File: config.mk
export PLATFORM = sky130hd
export DESIGN_NAME = zio_wrfifo
export DESIGN_NICKNAME = d
export VERILOG_FILES = /design/src/rtl/zio_wrfifo.sv
export SDC_FILE = /design/constraint.sdc
export NUM_CORES = 1
export LEC_CHECK = 0
export CAP_MARGIN = 20
export CORE_ASPECT_RATIO = 1.2
export CORE_MARGIN = 3
export CORE_UTILIZATION = 40
export DETAILED_ROUTE_END_ITERATION = 12
export GPL_ROUTABILITY_DRIVEN = 0
export GPL_TIMING_DRIVEN = 0
export PLACE_DENSITY = 0.58
export RECOVER_POWER = 100
export SYNTH_ARGS = -nofsm -noshare
export SYNTH_HDL_FRONTEND = slang
export SYNTH_SLANG_ARGS = --single-unit
File: constraint.sdc
create_clock -name clk -period 5.4 [get_ports clk]
set_input_delay 1.08 -clock clk [delete_from_list [all_inputs] [get_ports clk]]
set_output_delay 1.08 -clock clk [all_outputs]
set_load 0.01 [all_outputs]
File: src/rtl/zio_wrfifo.sv
// Z80 I/O write capture FIFO: filters port writes on the decoder strobe and queues {addr, data}
// for slower internal consumers, stalling the Z80 (or dropping and flagging) when full.
module zio_wrfifo #(
    parameter int unsigned DEPTH      = 8,
    parameter int unsigned AW         = 3,
    parameter logic [15:0] PORT_MASK  = 16'h00FF,
    parameter logic [15:0] PORT_MATCH = 16'h00FE,
    parameter bit          USE_WAIT   = 1'b1
) (
    input  logic          clk,
    input  logic          rst_n,
    input  logic          iowr_s_i,
    input  logic          iorq_i,
    input  logic [15:0]   a_i,
    input  logic [7:0]    d_i,
    output logic          wait_n_o,
    output logic          out_valid_o,
    output logic [15:0]   out_addr_o,
    output logic [7:0]    out_data_o,
    input  logic          out_ready_i,
    output logic [AW:0]   level_o,
    output logic          ovf_o,
    input  logic          ovf_clr_i
);

    typedef enum logic [0:0] {StIdle, StStall} state_e;

    state_e        state_q, state_d;
    logic [AW-1:0] rd_ptr_q, wr_ptr_q;
    logic [AW:0]   level_q, level_d;
    logic [15:0]   pend_addr_q, pend_addr_d;
    logic [7:0]    pend_data_q, pend_data_d;
    logic          wait_n_q, wait_n_d;
    logic          ovf_q, ovf_d;

    logic [15:0]   addr_mem [DEPTH];
    logic [7:0]    data_mem [DEPTH];

    logic          hit, pop, full, push, ovf_set;
    logic [15:0]   push_addr;
    logic [7:0]    push_data;

    assign hit  = iowr_s_i && ((a_i & PORT_MASK) == PORT_MATCH);
    assign pop  = (level_q != '0) && out_ready_i;
    assign full = (level_q == (AW+1)'(DEPTH));

    always_comb begin
        state_d     = state_q;
        wait_n_d    = wait_n_q;
        pend_addr_d = pend_addr_q;
        pend_data_d = pend_data_q;
        push        = 1'b0;
        push_addr   = a_i;
        push_data   = d_i;
        ovf_set     = 1'b0;
        unique case (state_q)
            StIdle: begin
                if (hit) begin
                    if (!full || pop) begin
                        push = 1'b1;
                    end else if (USE_WAIT) begin
                        pend_addr_d = a_i;
                        pend_data_d = d_i;
                        wait_n_d    = 1'b0;
                        state_d     = StStall;
                    end else begin
                        ovf_set = 1'b1;
                    end
                end
            end
            StStall: begin
                push_addr = pend_addr_q;
                push_data = pend_data_q;
                // An iorq drop means the Z80 ended the cycle early; the entry may be lost.
                if (pop || !iorq_i) begin
                    push     = pop;
                    ovf_set  = !iorq_i;
                    wait_n_d = 1'b1;
                    state_d  = StIdle;
                end
            end
            default: state_d = StIdle;
        endcase
    end

    always_comb begin
        level_d = level_q;
        if (push && !pop) begin
            level_d = level_q + 1'b1;
        end else if (pop && !push) begin
            level_d = level_q - 1'b1;
        end
    end

    assign ovf_d = ovf_set ? 1'b1 : (ovf_clr_i ? 1'b0 : ovf_q);

    always_ff @(posedge clk or negedge rst_n) begin
        if (!rst_n) begin
            state_q     <= StIdle;
            rd_ptr_q    <= '0;
            wr_ptr_q    <= '0;
            level_q     <= '0;
            pend_addr_q <= '0;
            pend_data_q <= '0;
            wait_n_q    <= 1'b1;
            ovf_q       <= 1'b0;
        end else begin
            state_q     <= state_d;
            level_q     <= level_d;
            pend_addr_q <= pend_addr_d;
            pend_data_q <= pend_data_d;
            wait_n_q    <= wait_n_d;
            ovf_q       <= ovf_d;
            if (push) wr_ptr_q <= wr_ptr_q + 1'b1;
            if (pop)  rd_ptr_q <= rd_ptr_q + 1'b1;
        end
    end

    // Storage needs no reset: contents are only observed while out_valid is high.
    always_ff @(posedge clk) begin
        if (push) begin
            addr_mem[wr_ptr_q] <= push_addr;
            data_mem[wr_ptr_q] <= push_data;
        end
    end

    assign wait_n_o    = wait_n_q;
    assign out_valid_o = (level_q != '0);
    assign out_addr_o  = addr_mem[rd_ptr_q];
    assign out_data_o  = data_mem[rd_ptr_q];
    assign level_o     = level_q;
    assign ovf_o       = ovf_q;

endmodule

==> flow_metrics.tcl, run 1 <==
set metrics [dict create \
    seq_area_frac_synth_pct 73.16 \
    timing.final.crit_share_pct 83.69 \
    fp.dieH_microns 171.7 \
    slew_headroom_pct -33.41 \
    clkSlewWorstSetupHoldPaths_ns 0.07 \
    max_freq_ghz 0.2213 \
    fin_setup_tns_ns 0 \
    netSwitchingPower_mw 1.285 \
    cts-buffers-inserted 22 \
    io_buffers 60 \
    clock_power_share_pct 31.2 \
    netlist_area_sq_um 9148 \
    crit_type "register to output port" \
    grt.total_usage_pct 15.90 \
    cp.arrival_ns 3.44 \
    drv_cap 3 \
    start_kind "register" \
    avgSynthCellArea_sq_um 21.03 \
    synth.distinct_cells 43 \
    p_sw_share_pct 26.30 \
    vdd_drop_max_mv 0.2446 \
    grt_first_pass_wirelength_mm 29.30 \
    firstDrtPassIters 5 \
    synthArstFlopShare_pct 16.16 \
    syn_to_final_growth_pct 19.79 \
    multi_input_area_sq_um 2301 \
    ios 61 \
    grt-ovfl-total 0 \
    final_core_util_pct 48.82 \
    synthMostInstantiatedCell "edfxtp_1" \
    p_leak_nw 3.741 \
    via_count 4568 \
    postRouteAntennaNets 0 \
    synth.largest_area_cell "edfxtp_1" \
    root_buffer "clkbuf_16" \
    clk_path_buf_depth 3 \
    ctsHoldBuffers 0 \
    setup_viol 0 \
    yosysWarningCount 0 \
    violations "capacitance limit, slew limit" \
    ff_latch_area_sq_um 6693 \
    synth_top_area_share_pct 63.03 \
    post-cts-setup-buffers 0 \
    drt_iter0_markers 347 \
    h-tree-depth 1 \
    antenna_found_initial 0 \
    cts.repair.resized 0 \
    crit_required_ns 4.32 \
    synth.ff_latch_count 229 \
    grt_max_degree 31 \
    combPwrFrac_pct 28.0 \
    num_antenna_cells 0 \
    p_seq_share_pct 40.7 \
    critical_path_peak_fanout 10 \
    synth_common_cells "edfxtp_1, mux2_2, mux4_2, dfrtp_1, clkbuf_1" \
    drive_gt1_share_pct 25.04 \
    grt_pass1_vias 4799 \
    cellInternalPower_mw 3.601 \
    dpl.hpwl_mm 13.41 \
    synthFlopType "edfxtp_1" \
    post_dp_cell_area_sq_um 10430 \
    synth_area_leaders "edfxtp_1, mux4_2, dfrtp_1" \
    drc_errors 0 \
    cts_sinks 229 \
    rsz0062_at_grt "false" \
    finClkSkew_ns 0.007434 \
    holdCritPathClass "register to register" \
    powerDensity_nw_per_um2 445.9 \
    start_util_pct 40.75 \
    postSynthCellCount 435 \
    die_area_sq_um 24730 \
    worst_setup_path_end_kind "output port" \
    fin_area_sq_um 10960 \
    core_area_sq_um 22450 \
    wire_per_inst_microns 22.95 \
    finalHoldViolations 0 \
    n_fill_cell 1844 \
    finalMaxSlewViolations 46 \
    fin_nets 587 \
    synth-edff-count 192 \
    tightest_slew_ns 2.001 \
    cts_tree "built" \
    synth_nets 471 \
    fp.dieW_microns 144.1 \
    vias_per_cell 5.400 \
    wl_mm 19.42 \
    outcome "complete, but fails checks" \
    post-route-min-period_ns 4.519 \
    clk_latency_ns 0.50 \
    num_rows 60 \
]
==> cell usage in the layout (no fill, tap or decap), types with 2 or more instances in the layout <==
master / netlist / layout
nor4_1: 2 / 2
dlygate4sd3_1: 0 / 29
clkbuf_16: 0 / 23
xnor2_1: 5 / 5
nor4b_1: 4 / 4
o21ai_0: 3 / 3
nand2_1: 8 / 9
buf_4: 1 / 5
clkbuf_1: 10 / 43
clkinv_2: 0 / 4
buf_2: 4 / 2
clkinv_1: 0 / 4
dfrtp_1: 36 / 36
bufinv_16: 0 / 2
nand3_1: 2 / 2
ha_1: 5 / 5
buf_6: 4 / 7
clkbuf_8: 0 / 2
mux2_2: 66 / 41
mux2_1: 0 / 25
clkdlybuf4s50_1: 0 / 30
inv_1: 5 / 5
edfxtp_1: 192 / 192
mux4_2: 48 / 48
nor3_1: 6 / 7
nand2b_1: 7 / 7
==> stage by stage <==
step	instances	hold slack (ns)	power, mW	setup WS [ns]
global route	846	0.4773	5.088	0.6244
floorplan	435	0.4285	2.908	0.6054
global placement	774	0.4434	3.476	-3.256
detailed placement	806	0.4487	3.495	1.284
finish	846	0.4622	4.886	0.8805
CTS	846	0.4443	5.027	1.219
==> final timing paths <==
| path | start | to | slack [ns] | cells past startpoint |
|---|---|---|---|---|
| setup reg to reg | state_q | data_mem[5][5] | 1.33 | 8 |
| max in group asynchronous | rst_n | rd_ptr_q[2] | 2.60 | 2 |
| setup / recovery | rd_ptr_q[1] | out_addr_o[13] | 0.88 | 5 |
| hold reg to reg | pend_addr_q[3] | pend_addr_q[3] | 0.46 | 1 |
| min in group asynchronous | rst_n | pend_data_q[1] | 0.54 | 1 |
| hold / removal | pend_addr_q[3] | pend_addr_q[3] | 0.46 | 1 |
==> final cells by class <==
class                      count  area share, %
multi-input combinational    179          21.00
timing repair buffer          92          7.034
buffer                        22         0.9135
inverter                       5         0.1713
clock buffer                  28          5.606
tap                          279          3.186
clock inverter                12          1.016
sequential                   229          61.08
==> power by group through the flow <==
stage	Sequential [mW]	Combinational [mW]	Clock, mW
after floorplan	2.02	0.886	0
after global placement	2.03	1.45	0
after detailed placement	2.03	1.47	0
after CTS	1.99	1.48	1.56
after global routing	1.99	1.48	1.62
final	1.99	1.37	1.53
==> state kept, by name, summed over array words and instances (netlist names) <==
name         count
addr_mem       128
data_mem        64
level_o          4
ovf_o            1
pend_addr_q     16
pend_data_q      8
rd_ptr_q         3
state_q          1
wait_n_o         1
wr_ptr_q         3
==> critical path: stages (launching register included) <==
cell and delay [ns]:
dfrtp_1 0.42, clkbuf_1 0.59, clkbuf_1 0.61, mux4_2 0.42, mux2_2 0.30, dlygate4sd3_1 0.61
==> layer usage <==
| layer | global-route usage, % | vias to the layer above | wire (microns) |
|---|---|---|---|
| li1 | - | 2010 | - |
| met1 | 20.26 | 2454 | 7939 |
| met2 | 29.18 | 87 | 10530 |
| met3 | 2.225 | 17 | 742 |
| met4 | 2.948 | 0 | 207 |
| met5 | 0 | - | 0 |
==> logic make-up (layout without fill, tap and decap cells) <==
family | after synthesis | after routing | synth area share (%)
AO/OA/AOI/OAI | 12 | 12 | 0.9439
adder cells (fa/ha/maj) | 6 | 6 | 0.9028
AND/OR/NAND/NOR | 41 | 41 | 2.927
buffers and inverters | 27 | 159 | 1.532
multiplexers | 115 | 115 | 20.05
flip-flops | 229 | 229 | 73.16
XOR/XNOR | 5 | 5 | 0.4787
No activity file was read; power rests on OpenSTA's default activity.
==> run 2: changes to the inputs <==
PLACE_DENSITY = 0.6   (was 0.58)
clock period = 4.1 ns   (was 5.4 ns; I/O delays follow)
==> flow_metrics.tcl, run 2 (synthesized netlist as in run 1, its figures left out) <==
set metrics [dict create \
    outcome "complete, but fails checks" \
    violations "capacitance limit, slew limit" \
    post-route-min-period_ns 3.905 \
    setup_viol 0 \
    cts.repair.resized 0 \
    max_freq_ghz 0.2561 \
    cts_sinks 229 \
    via_count 4535 \
    powerDensity_nw_per_um2 580.4 \
    dp_slack_ns 0.2415 \
    start_kind "register" \
    slew_headroom_pct -16.99 \
    clk_path_buf_depth 3 \
    finalMaxSlewViolations 28 \
    wire_per_inst_microns 22.36 \
    crit_required_ns 3.28 \
    whs_ns 0.3186 \
    h-tree-depth 1 \
    cp.arrival_ns 3.08 \
    ff2ff_setup_slack_ns 0.35 \
    antenna_found_initial 0 \
    grt-ovfl-total 0 \
    r2r-start "state_q" \
    drive_gt1_share_pct 27.56 \
    multi_input_area_sq_um 2300 \
    timing.final.crit_share_pct 95.24 \
    cts-buffers-inserted 22 \
    cts_tree "built" \
    final_common_cell "edfxtp_1" \
    rsz0062_at_grt "false" \
    fp.dieH_microns 171.7 \
    top_register "addr_mem" \
    setup_ws_ns 0.1954 \
    clkSlewWorstSetupHoldPaths_ns 0.06 \
    wl_mm 18.89 \
    grt_pass1_vias 4981 \
    core_area_sq_um 22450 \
    num_rows 60 \
    grt.total_usage_pct 15.82 \
    grt_max_degree 28 \
    start_util_pct 40.75 \
    post-cts-setup-buffers 0 \
    finalHoldViolations 0 \
    p_leak_nw 3.764 \
    postRouteAntennaNets 0 \
    dpl.hpwl_mm 13.40 \
    final_core_util_pct 48.71 \
    finalPower_mw 6.345 \
    largest_reg_flops 128 \
    ff2ff_path_depth 8 \
    worst_setup_path_end_kind "output port" \
    fp.dieW_microns 144.1 \
    num_antenna_cells 0 \
    firstDrtPassIters 4 \
    holdCritPathClass "input port to asynchronous set/reset pin" \
    grt_first_pass_wirelength_mm 29.39 \
    ff_latch_area_sq_um 6693 \
    drt_iter0_markers 305 \
    final_cell_mix "edfxtp_1, mux4_2, mux2_2" \
    clk_latency_ns 0.49 \
    drc_errors 0 \
    root_buffer "clkbuf_16" \
    finClkSkew_ns 0.01253 \
    vdd_drop_max_mv 0.3497 \
    ctsHoldBuffers 0 \
    crit_type "register to output port" \
    fin_nets 586 \
    top_regs "addr_mem: 128 flops, data_mem: 64 flops, pend_addr_q: 16 flops" \
    critical_path_peak_fanout 10 \
    vias_per_cell 5.367 \
    fin_setup_tns_ns 0 \
    die_area_sq_um 24730 \
    syn_to_final_growth_pct 19.52 \
    io_buffers 60 \
    n_fill_cell 1860 \
    r2r_end "data_mem[1][6]" \
    ios 61 \
    tightest_slew_ns 1.755 \
    drv_cap 1 \
]
-- run 2: changes by cell type in the layout (fill, tap and decap cells not counted), sizes merged --
| cell | previous run | this run |
|---|---|---|
| clkdlybuf4s50 | 30 | 42 |
| dlygate4sd3 | 29 | 17 |
| buf | 15 | 17 |
| bufinv | 2 | 0 |
| clkinv | 9 | 8 |
-- run 2: critical path, cell delays in order (launching register included) --
cell and delay (ns):
dfrtp_1 0.45, clkbuf_2 0.37, clkbuf_1 0.58, mux4_2 0.40, mux2_2 0.31, clkdlybuf4s50_1 0.49
-- run 2: power by group --
group          switching [mW]  internal, mW  total, mW  leakage (nW)
combinational           0.814          1.03       1.84          1.21
sequential             0.0497          2.57       2.62          2.22
clock                   0.808          1.08       1.89         0.335
-- run 2: per-stage QoR --
| step | area, sq um | std cells |
|---|---|---|
| floorplan | 9148 | 435 |
| global placement | 10100 | 774 |
| detailed placement | 10430 | 805 |
| CTS | 11110 | 845 |
| global route | 10930 | 845 |
| finish | 10930 | 845 |
-- run 2: worst max path at each step --
stage,start,to,slack (ns)
2_1_floorplan,a_i[0],addr_mem[1][0],-0.43
3_3_place_gp,a_i[1],addr_mem[1][15],-3.96
3_5_place_dp,a_i[0],addr_mem[2][15],0.24
4_1_cts,rd_ptr_q[1],out_addr_o[9],0.18
5_1_grt,state_q,data_mem[4][3],0.04
6_report,rd_ptr_q[1],out_addr_o[9],0.20
-- run 2: cell type report --
| cell class | count | share of cell area [%] |
|---|---|---|
| Timing Repair Buffer | 91 | 7.221 |
| Multi-Input combinational cell | 179 | 21.03 |
| Clock buffer | 31 | 5.814 |
| Inverter | 5 | 0.1717 |
| Clock inverter | 9 | 0.4005 |
| Buffer | 22 | 0.9499 |
| Sequential cell | 229 | 61.22 |
| Tap cell | 279 | 3.193 |
-- run 2: routing by layer --
layer	global-route usage, %	vias up	part of all wire, %
met5	0	-	0
met4	4.177	0	1.8
met3	2.253	28	3.3
met2	27.97	94	53
met1	20.54	2411	42
li1	-	2002	-
==> RTL edit: new RTL, flow settings as in run 2 <==
Take the reset off `pend_addr_q` and `pend_data_q` and load them in a clocked block of their own.
--- a/src/rtl/zio_wrfifo.sv
+++ b/src/rtl/zio_wrfifo.sv
@@ -100,20 +100,21 @@
             rd_ptr_q    <= '0;
             wr_ptr_q    <= '0;
             level_q     <= '0;
-            pend_addr_q <= '0;
-            pend_data_q <= '0;
             wait_n_q    <= 1'b1;
             ovf_q       <= 1'b0;
         end else begin
             state_q     <= state_d;
             level_q     <= level_d;
-            pend_addr_q <= pend_addr_d;
-            pend_data_q <= pend_data_d;
             wait_n_q    <= wait_n_d;
             ovf_q       <= ovf_d;
             if (push) wr_ptr_q <= wr_ptr_q + 1'b1;
             if (pop)  rd_ptr_q <= rd_ptr_q + 1'b1;
         end
+    end
+
+    always_ff @(posedge clk) begin
+        pend_addr_q <= pend_addr_d;
+        pend_data_q <= pend_data_d;
     end
 
     // Storage needs no reset: contents are only observed while out_valid is high.
Behaviour: same outputs for any inputs over 4 cycles, from zero or initial values and one cycle with rst_n low; that may be too few to reach the edited logic, so the function may still have changed.
==> RTL edit against run 2 <==
The flow still finishes with violations (capacitance limit, slew limit); sequential cell count unchanged; total power up 1.2%; area after synthesis down 1.5%; maximum frequency down 0.47%; utilization up 0.60 points; wire length down 0.92%; register-to-register slack better by 0.03 ns; count of clock-buffer cells in the layout down 8; worst setup slack worse by 0.018 ns; clock power up 4%; final area down 1.1%; largest cell class unchanged.
==> RTL edit: results <==
INSERT INTO impl_metrics (metric_group, metric, value, unit) VALUES
('outcome', 'run_status', 'complete, but fails checks', ''),
('outcome', 'failed_checks', 'capacitance limit, slew limit', ''),
('synth', 'synth_async_sr_flop_share', '5.68', '%'),
('placement', 'place_ws', '-0.0289', 'ns'),
('placement', 'detailed_place.area', '0.0103', 'mm^2'),
('synth', 'synth_edf_count', '216', ''),
('synth', 'synthTopCellsByArea', 'sky130_fd_sc_hd__edfxtp_1 72%, sky130_fd_sc_hd__mux4_2 12%, sky130_fd_sc_hd__mux2_2 6.2%', ''),
('synth', 'yosys.area_share.xor_xnor', '0.486', '%'),
('job', 'max-cap-violations', '1', ''),
('timing', 'slew_headroom', '-6.62', '%'),
('synth', 'synth_seq_area_share', '75.6', '%'),
('route', 'totalWireLength', '18700', 'um'),
('timing', 'slew_viol_final', '27', ''),
('global_route', 'globalRouteTotalUtil', '15.7', '%'),
('timing', 'holdWs', '0.497', 'ns'),
('power_and_ir_drop', 'power.leakage', '3.50', 'nW'),
('synth', 'synth.lib_cells_used.distinct', '40', ''),
('timing', 'worst_clock_skew', '0.0105', 'ns'),
('route', 'drt_first_iter_violations', '321', ''),
('placement', 'dp.cells', '775', '');
==> RTL edit: cell types whose count changed in the layout (fill, tap and decap cells not counted), moves of 3 or more <==
cell                              before  now
sky130_fd_sc_hd__edfxtp_1            192  216
sky130_fd_sc_hd__nand2b_1              8    2
sky130_fd_sc_hd__buf_6                 8    3
sky130_fd_sc_hd__dfrtp_1              36   12
sky130_fd_sc_hd__mux2_2               43   27
sky130_fd_sc_hd__clkbuf_8              3    0
sky130_fd_sc_hd__dlygate4sd3_1        17   42
sky130_fd_sc_hd__clkdlybuf4s50_1      42   18
sky130_fd_sc_hd__clkinv_1              3    6
==> RTL edit: power by group <==
group          total [W]  internal (W)  switching (W)
sequential       0.00265       0.00259      0.0000510
clock            0.00196       0.00114       0.000823
combinational    0.00181       0.00100       0.000806
total            0.00642       0.00474        0.00168
==> RTL edit: worst max path at each step <==
stage / to / slack (ns)
floorplan: addr_mem[2][0] / -0.49
detailed placement: level_o[3] / -0.03
finish: out_addr_o[11] / 0.18
global route: addr_mem[1][1] / 0.01
global placement: data_mem[6][6] / -4.19
CTS: out_addr_o[7] / 0.1
==> RTL edit: cell type report <==
cell class | instances | area (um^2)
clock buffer | 23 | 576
clock inverter | 14 | 123
inverter | 4 | 15.0
fill | 1782 | 11100
buffer | 21 | 101
timing repair buffer | 90 | 746
multi-input combinational | 157 | 2090
tap | 274 | 343
sequential | 229 | 6810
==> RTL edit: layer usage <==
| layer | GRT usage (%) | part of all wire (%) |
|---|---|---|
| met1 | 20.0 | 40 |
| met2 | 28.6 | 54 |
| met3 | 2.11 | 4.1 |
| met4 | 3.93 | 1.5 |
| met5 | 0 | 0 |
==> RTL edit: worst max-delay path: cells and delay by family, from the launching register on <==
family | cells | cell delay, ns
buffers and inverters | 3 | 1.50
flip-flops | 1 | 0.46
multiplexers | 2 | 0.65
